## src/rtl/pipe_pkg.sv

```systemverilog
// Shared types for pipeline stage registers: ID/EX payload layout and the
// occupancy state encoding of a skid-buffered stage.
package pipe_pkg;

  localparam int IDEX_W = 106;

  // ID/EX bundle as carried between decode and execute.
  typedef struct packed {
    logic [31:0] data_1;
    logic [31:0] data_2;
    logic [4:0]  rd;
    logic [3:0]  alu_ctrl;
    logic        alu_src;
    logic [31:0] imm;
  } idex_payload_t;

  // Encoding equals the number of held payloads, so it doubles as occupancy.
  typedef enum logic [1:0] {
    EMPTY = 2'd0,
    ONE   = 2'd1,
    FULL  = 2'd2
  } occ_state_t;

endpackage

```

## src/rtl/pipe_slot.sv

```systemverilog
// One payload register with load and clear; clear wins over load.
module pipe_slot #(
  parameter int DATA_W = 106
) (
  input  logic              clk,
  input  logic              reset,
  input  logic              load,
  input  logic              clear,
  input  logic [DATA_W-1:0] d,
  output logic [DATA_W-1:0] q
);

  // Payload storage: reset and clear zero it, load captures d.
  always_ff @(posedge clk) begin
    if (reset)      q <= '0;
    else if (clear) q <= '0;
    else if (load)  q <= d;
  end

endmodule

```

## src/rtl/pipe_stage_reg.sv

```systemverilog
// Two-entry skid-buffered pipeline stage register with flush and a
// saturating count of payloads killed by flush. in_ready depends only on
// registered state, so there is no combinational path from out_ready.
module pipe_stage_reg
  import pipe_pkg::*;
#(
  parameter int DATA_W      = IDEX_W,
  parameter int ZERO_BUBBLE = 1,
  parameter int CNT_W       = 8
) (
  input  logic              clk,
  input  logic              reset,
  input  logic              in_valid,
  input  logic [DATA_W-1:0] in_data,
  output logic              in_ready,
  output logic              out_valid,
  output logic [DATA_W-1:0] out_data,
  input  logic              out_ready,
  input  logic              flush,
  output logic [1:0]        occupancy,
  output logic [CNT_W-1:0]  drop_cnt
);

  localparam logic [CNT_W-1:0] CNT_MAX = {CNT_W{1'b1}};
  localparam logic             ZB      = (ZERO_BUBBLE != 0);

  occ_state_t        state, state_nxt;
  logic              accept, emit;
  logic              main_load, main_clr, skid_load, skid_clr;
  logic [DATA_W-1:0] main_d, main_q, skid_q;
  logic [1:0]        drop_add;
  logic [CNT_W+1:0]  drop_sum;

  assign in_ready  = (state != FULL);
  assign out_valid = (state != EMPTY);
  assign occupancy = state;
  assign accept    = in_valid & in_ready;
  assign emit      = out_valid & out_ready;
  // Main slot already clears on entry to EMPTY; the mask keeps the bubble
  // guarantee explicit at the port.
  assign out_data  = (ZB && !out_valid) ? '0 : main_q;

  // Occupancy state register.
  always_ff @(posedge clk) begin
    if (reset) state <= EMPTY;
    else       state <= state_nxt;
  end

  // Next state and slot steering from accept/emit/flush.
  always_comb begin
    state_nxt = state;
    main_load = 1'b0;
    main_clr  = 1'b0;
    main_d    = in_data;
    skid_load = 1'b0;
    skid_clr  = 1'b0;
    if (flush) begin
      // Everything held or arriving is killed; an emit this cycle still
      // left the stage and is excluded from the drop count below.
      state_nxt = EMPTY;
      main_clr  = ZB;
      skid_clr  = 1'b1;
    end else begin
      unique case (state)
        EMPTY: begin
          if (accept) begin
            state_nxt = ONE;
            main_load = 1'b1;
          end
        end
        ONE: begin
          if (accept && emit) begin
            main_load = 1'b1;
          end else if (accept) begin
            state_nxt = FULL;
            skid_load = 1'b1;
          end else if (emit) begin
            state_nxt = EMPTY;
            main_clr  = ZB;
          end
        end
        FULL: begin
          // in_ready is low here, so the only move is skid -> main.
          if (emit) begin
            state_nxt = ONE;
            main_load = 1'b1;
            main_d    = skid_q;
            skid_clr  = 1'b1;
          end
        end
        default: state_nxt = EMPTY;
      endcase
    end
  end

  // Payloads lost to a flush: held ones not emitted plus the one accepted.
  assign drop_add = occupancy - {1'b0, emit} + {1'b0, accept};
  assign drop_sum = {2'b00, drop_cnt} + {{CNT_W{1'b0}}, drop_add};

  // Saturating flush-drop counter; reset clears it without counting.
  always_ff @(posedge clk) begin
    if (reset)
      drop_cnt <= '0;
    else if (flush)
      drop_cnt <= (drop_sum[CNT_W+1:CNT_W] != 2'b00) ? CNT_MAX : drop_sum[CNT_W-1:0];
  end

  pipe_slot #(.DATA_W(DATA_W)) u_main (
    .clk   (clk),
    .reset (reset),
    .load  (main_load),
    .clear (main_clr),
    .d     (main_d),
    .q     (main_q)
  );

  pipe_slot #(.DATA_W(DATA_W)) u_skid (
    .clk   (clk),
    .reset (reset),
    .load  (skid_load),
    .clear (skid_clr),
    .d     (in_data),
    .q     (skid_q)
  );

endmodule

```

## config.mk

```make
export PLATFORM = sky130hd
export DESIGN_NAME = pipe_stage_reg
export DESIGN_NICKNAME = d
export VERILOG_FILES = /design/src/rtl/pipe_pkg.sv /design/src/rtl/pipe_slot.sv /design/src/rtl/pipe_stage_reg.sv
export SDC_FILE = /design/constraint.sdc
export NUM_CORES = 1
export LEC_CHECK = 0
export ABC_AREA = 1
export CORE_ASPECT_RATIO = 0.6
export CORE_UTILIZATION = 50
export CTS_CLUSTER_DIAMETER = 150
export DETAILED_ROUTE_END_ITERATION = 8
export PLACE_DENSITY_LB_ADDON = 0.3
export SLEW_MARGIN = 0
export SYNTH_ARGS = -nofsm -noshare
export SYNTH_HDL_FRONTEND = slang
export SYNTH_SLANG_ARGS = --single-unit
```

## constraint.sdc

```tcl
create_clock -name clk -period 3.4 [get_ports clk]
set_clock_uncertainty 0.05 [all_clocks]
set_input_delay 0.51 -clock clk [delete_from_list [all_inputs] [get_ports clk]]
set_output_delay 0.51 -clock clk [all_outputs]
set_load 0.005 [all_outputs]
```

Word-level counts from Yosys, hierarchy flattened
Cells that the tools add are included.
Word-level totals
  bits in registers: 222
  bits in latches: 0
  memory bits (writable): 0
  bits in read-only memories: 0
  bits of input ports: 111
  output and inout bits: 118
  word-level logic and storage cells: 49
  memories kept: 0
Cells by class
  add/subtract/negate cells: 3
  $mul: 0
  divide/modulo/power cells: 0
  order comparisons: 0
  equal/unequal tests: 7
  shifts and indexed selects: 0
  mux-type cells: 25
  bitwise operators: 2
  reduce and logical (&&, ||, !) cells: 8
Operator list (count)
  $mux W106: 4
  $mux W1: 13
  $mux W2: 5
  $add A8 B2 Y9: 1
  $mux W8: 1
  $ne A2 B2 Y1 const B: 4
  $pmux W2 S3: 1
  $reduce_or A2 Y1: 3
  $reduce_and A4 Y1: 1
  $reduce_bool A2 Y1: 2
  $ne A3 B3 Y1 const B: 1
  $pmux W1 S3: 1
  $add A2 B1 Y2: 1
  $and A1 B1 Y1: 2
  $eq A2 B1 Y1 const B: 1
  $eq A2 B2 Y1 const B: 1
  $logic_not A2 Y1: 1
  $sub A2 B1 Y2: 1
  $logic_and A1 B1 Y1: 1

Longest topological paths before layout
  depth after elaboration: 8
  depth in mapped cells: 19
  gate-level depth less buffers: 19

By module
A second synthesis with hierarchy kept.
Unflattened totals
  cells, all modules: 2018
  area total of the unflattened synthesis: 11698.7 um^2
Modules (own cells, without submodules)
  pipe_slot: instances 2, cells each 672, area an instance 4304.1 um^2, seq. area each 2122.0 um^2
  pipe_stage_reg: instances 1, cells each 674, area an instance 3090.5 um^2, seq. area each 200.2 um^2

Least setup slack after synthesis
OpenSTA, ideal clock, no wires.
  kind: register to register
  from: register state[1] (netlist: occupancy[1])
  to: register drop_cnt[3]
  library setup time: 0.109 ns
  data arrival time: 2.695 ns
  data required time: 3.241 ns
  setup slack: 0.546 ns
  cell stages (with the launch flop): 17
  buffers on the path: 1
  clock period less this slack: 2.854 ns
  cell sequence: dfxtp_1 > nor2_2 > clkbuf_1 > nor2_1 > ha_1 > inv_1 > ha_1 > xnor2_1 > xor2_1 > inv_1 > fa_1 > nand2_1 > nor2_1 > nand4_1 > nand3_1 > nand2_1 > inv_1
Between the ends
  longest elaborated chain between the ends: 7
  elaborated cells between the ends (all ways): 9
  classes of those cells: 3 x add/sub; 1 x eq/ne; 1 x mux; 2 x bitwise; 2 x reduce/logical
RTL lines
  start, declared: RTL line pipe_stage_reg.sv:27  | occ_state_t state, state_nxt;
  start signal, assigned: RTL line pipe_stage_reg.sv:46  | else state <= state_nxt;
  $reduce_bool A2 Y1: RTL line pipe_stage_reg.sv:35  | assign out_valid = (state != EMPTY);
  $and A1 B1 Y1: RTL line pipe_stage_reg.sv:38  | assign emit = out_valid & out_ready;
  $sub A2 B1 Y2: RTL line pipe_stage_reg.sv:97  | assign drop_add = occupancy - {1'b0, emit} + {1'b0, accept};
  $add A2 B1 Y2 (*): RTL line pipe_stage_reg.sv:97
  $add A8 B2 Y9 (*): RTL line pipe_stage_reg.sv:98  | assign drop_sum = {2'b00, drop_cnt} + {{CNT_W{1'b0}}, drop_add};
  $reduce_bool A2 Y1: RTL line pipe_stage_reg.sv:105  | drop_cnt <= (drop_sum[CNT_W+1:CNT_W] != 2'b00) ? CNT_MAX : drop_sum[CNT_W-1:0];
  $mux W8 (*): RTL line pipe_stage_reg.sv:105
  end signal, assigned: RTL line pipe_stage_reg.sv:105
  end, declared: RTL line pipe_stage_reg.sv:21  | output logic [CNT_W-1:0] drop_cnt
Mark *: on every way between the ends. The rest lies on a longest branch, timed or not.
A chain may end at the register's enable or synchronous reset.

Final worst setup path
  from: register state[0] (netlist: occupancy[0])
  to: register drop_cnt[7]
Same word-level chain as after synthesis.

==> flow_summary_export.csv <==
group,metric,value,unit
floorplan,core,20300,µm²
cts,ctsHoldBuffers,0,
logic_synthesis,ys_ff_latch,222,
logic_synthesis,synth_compound_area_frac,0.146,
cts,clock-sinks,222,
floorplan,dieWidth,189,µm
placement,io_buffers,228,
setup_path,crit_arrival,3.29,ns
routing,vias,9769,
logic_synthesis,async_flop_share,0,
cells_and_area,multi_input_area,4750,µm²
worst_hold_path,hold_class,"register to register",
setup_path,r2r_end,"drop_cnt[7]",
cts,clk_latency,0.49,ns
sta,slew_violations,0,
setup_path,r2r_setup_slack,0.44,ns
run_status,status,"complete, no violations",
setup_path,cp-start-kind,"register",
logic_synthesis,synth_nets,1705,
sta,hold_viol,0,
global_route,grtUsageTotal,0.241,
setup_path,cp_top_family,"adder cells",
cells_and_area,antennaDiodeCount,0,
routing,drc,0,
global_route,met1_usage,0.334,
cells_and_area,layout-drive-gt1-share,0.0527,
power,powerDensity,430,nW/µm²
sta,grt_setup_unrepaired,"no",
cells_and_area,syn2layout_area_growth,29.8,%
logic_synthesis,synth_sequential_area_ratio,0.422,
logic_synthesis,synth_fa_ha_area_frac,0.0102,
cts,path_clk_slew,0.06,ns
setup_path,crit_chain,"inv_2, nand2_2, inv_2, nor2_1, inv_1, ha_1, inv_1, ha_1, xnor2_1, xor2_1, inv_1, fa_1, nand2_1, nor2_1, nand4_1, nand2_1, inv_1, a21oi_1",
cts,cts_tree,"built",
cts,clock_path_buffers,3,
setup_path,endpoint_kind,"register",
power,vdd_ir_drop_max,393,µV
setup_path,worstSetupPathType,"register to register",
logic_synthesis,ys.flop_type,"dfxtp_1",
cells_and_area,n_fill_cell,1760,
setup_path,endpoint,"drop_cnt[7]",
global_route,grt_pass1_wl,43200,µm
cells_and_area,post-route-util,0.672,
sta,tightestPinTransition,0.519,ns
logic_synthesis,yosys.area_share.simple,0.288,
global_route,grt_max_degree,116,
global_route,grt_pass1_vias,9028,
routing,drtPass1Iterations,5,
cts,post-cts-setup-buffers,0,
routing,viasPerCell,4.79,
logic_synthesis,synth-xor-area-share,0.00333,
floorplan,ioPinCount,229,
routing,wl_per_cell,12.9,µm
setup_path,critPathRequiredTime,3.72,ns
sta,post-route-min-period,2.96,ns
sta,min_period_over_period,0.871,
setup_path,worstReg2RegStart,"occupancy[0]",
routing,drt-total-wl,26300,µm
cts,cts_buffers,22,
routing,ant_nets,0,
routing,dr.first_iter.drc_count,666,
cts,ctsResizeCount,0,
setup_path,worst_path_max_delay_cell,"dfxtp_1",
setup_path,max_stage_delay,0.46,ns
setup_path,path_buf_inv,6,
placement,gp_congestion,0.858,
floorplan,die_h,114,µm
setup_path,path_max_fanout,6,
setup_path,ff2ff_path_depth,18,
logic_synthesis,synth.avg_cell_area,6.64,µm²
sta,fmax,338,MHz
placement,hpwl,16800,µm
logic_synthesis,synthMuxAreaShare,0,
global_route,antenna_found_initial,0,
logic_synthesis,ys_types,26,
sta,max_slew_margin,0.654,
logic_synthesis,synth_top_family_by_area,"simple AND/OR/NAND/NOR gates",
cts,htreeDepth,1,
cells_and_area,area.sequential,4440,µm²
logic_synthesis,syn_inst,1586,
setup_path,cp.depth,18,
logic_synthesis,yosysWarnings,0,
cells_and_area,fin_nets,1869,
setup_path,path_common_cell,"inv_1",
setup_path,crit_start,"occupancy[0]",
floorplan,fp.dieArea,21700,µm²
floorplan,floorplan.initialDensity,0.518,
logic_synthesis,synth.cell_area,10500,µm²
floorplan,row_count,40,
logic_synthesis,synth_edf_count,0,
cts,clockRootBuffer,"clkbuf_16",
global_route,met3_usage,0.0475,
global_route,grt_use_met2,0.391,
sta,setup_viol,0,
power,p_leak,5.71,nW
global_route,globalRoute.busiestLayer,"met2",
sta,fin_setup_tns,0,ns
global_route,grt_overflow,0,
flow_run,cap_viol_max_count,0,
## layer usage
metal	share of wire	routed length (µm)
met5	0	0
met4	0.016	416
met3	0.070	1840
met2	0.43	11300
met1	0.48	12800
## synth_stat cells (3+ instances only)
cell type / instances / share of area
nand2_1: 345 / 0.12
o21ai_0: 56 / 0.027
a211oi_1: 76 / 0.054
nand3_1: 6 / 0.0029
nand2_2: 3 / 0.0018
o21ai_1: 53 / 0.025
dfxtp_1: 222 / 0.42
a211oi_2: 30 / 0.036
ha_1: 7 / 0.0083
inv_2: 4 / 0.0014
inv_1: 225 / 0.080
nand4_1: 4 / 0.0024
a21oi_1: 4 / 0.0019
buf_2: 50 / 0.024
clkbuf_1: 42 / 0.015
xor2_1: 3 / 0.0025
buf_6: 9 / 0.0096
nor2_1: 436 / 0.16
## metrics by stage
stage | cell area [µm²] | hold WS [ns] | worst slack, ns | cells | power [mW]
floorplan | 10500 | 0.380 | 0.546 | 1586 | 3.15
global placement | 12900 | 0.390 | 0.172 | 1999 | 3.43
detailed placement | 12900 | 0.395 | 0.0418 | 1999 | 3.44
CTS | 13700 | 0.406 | 0.466 | 2039 | 5.92
global route | 13700 | 0.413 | 0.165 | 2039 | 6.12
finish | 13700 | 0.404 | 0.439 | 2039 | 5.88
## kinds of logic (layout without fill, tap and decap cells)
family	count (synthesis)	count (layout)
DFF	222	222
AOI/OAI and AO/OA	222	222
adders and majority gates	8	8
xor gates and xnor gates	4	4
buffers and inverters	332	512
and+or+nand+nor	798	798
## worst min path at each step
stage	depth (start not counted)	endpoint	from	slack, ns
2_1_floorplan	2	u_skid.q[0]	u_skid.q[0]	0.38
3_3_place_gp	2	u_skid.q[8]	u_skid.q[8]	0.39
3_5_place_dp	2	u_skid.q[1]	u_skid.q[1]	0.39
4_1_cts	2	u_skid.q[89]	u_skid.q[89]	0.41
5_1_grt	2	u_skid.q[55]	u_skid.q[55]	0.41
6_report	2	u_skid.q[45]	u_skid.q[45]	0.40
## sequential cells by signal, summed over array words and instances (netlist names)
name / cells
drop_cnt: 8
occupancy: 2
u_main.q: 106
u_skid.q: 106
## where the power goes
group / internal (mW) / total, mW / switching [mW] / leakage [nW]
sequential: 2.66 / 2.69 / 0.0221 / 1.80
combinational: 0.299 / 0.700 / 0.401 / 3.55
clock: 1.46 / 2.49 / 1.03 / 0.361
## area by class of cell
class / instances / area share
flip-flops and latches: 222 / 0.325
inverters: 229 / 0.0630
well taps: 273 / 0.0250
clock buffers: 29 / 0.0460
multi-input cells: 1032 / 0.348
repair buffers: 243 / 0.184
clock inverters: 11 / 0.00852
## cell usage in the layout (no fill, tap or decap), drive strengths merged
cell	count
dfxtp	222
buf	15
nand2	348
nand4	4
xnor2	1
ha	7
nand3	7
clkinvlp	3
a211oi	106
inv	228
xor2	3
fa	1
bufinv	2
a21oi	4
a31oi	2
a41oi	1
clkinv	7
nor2	438
nor3	1
o21ai	109
clkbuf	29
clkdlybuf4s50	228
## tightest hold or removal path, cell delays in order, from the launching register on
cell      delay (ns)
dfxtp_1         0.30
inv_1           0.05
a211oi_1        0.06
Power figures use the tool's default switching activity.
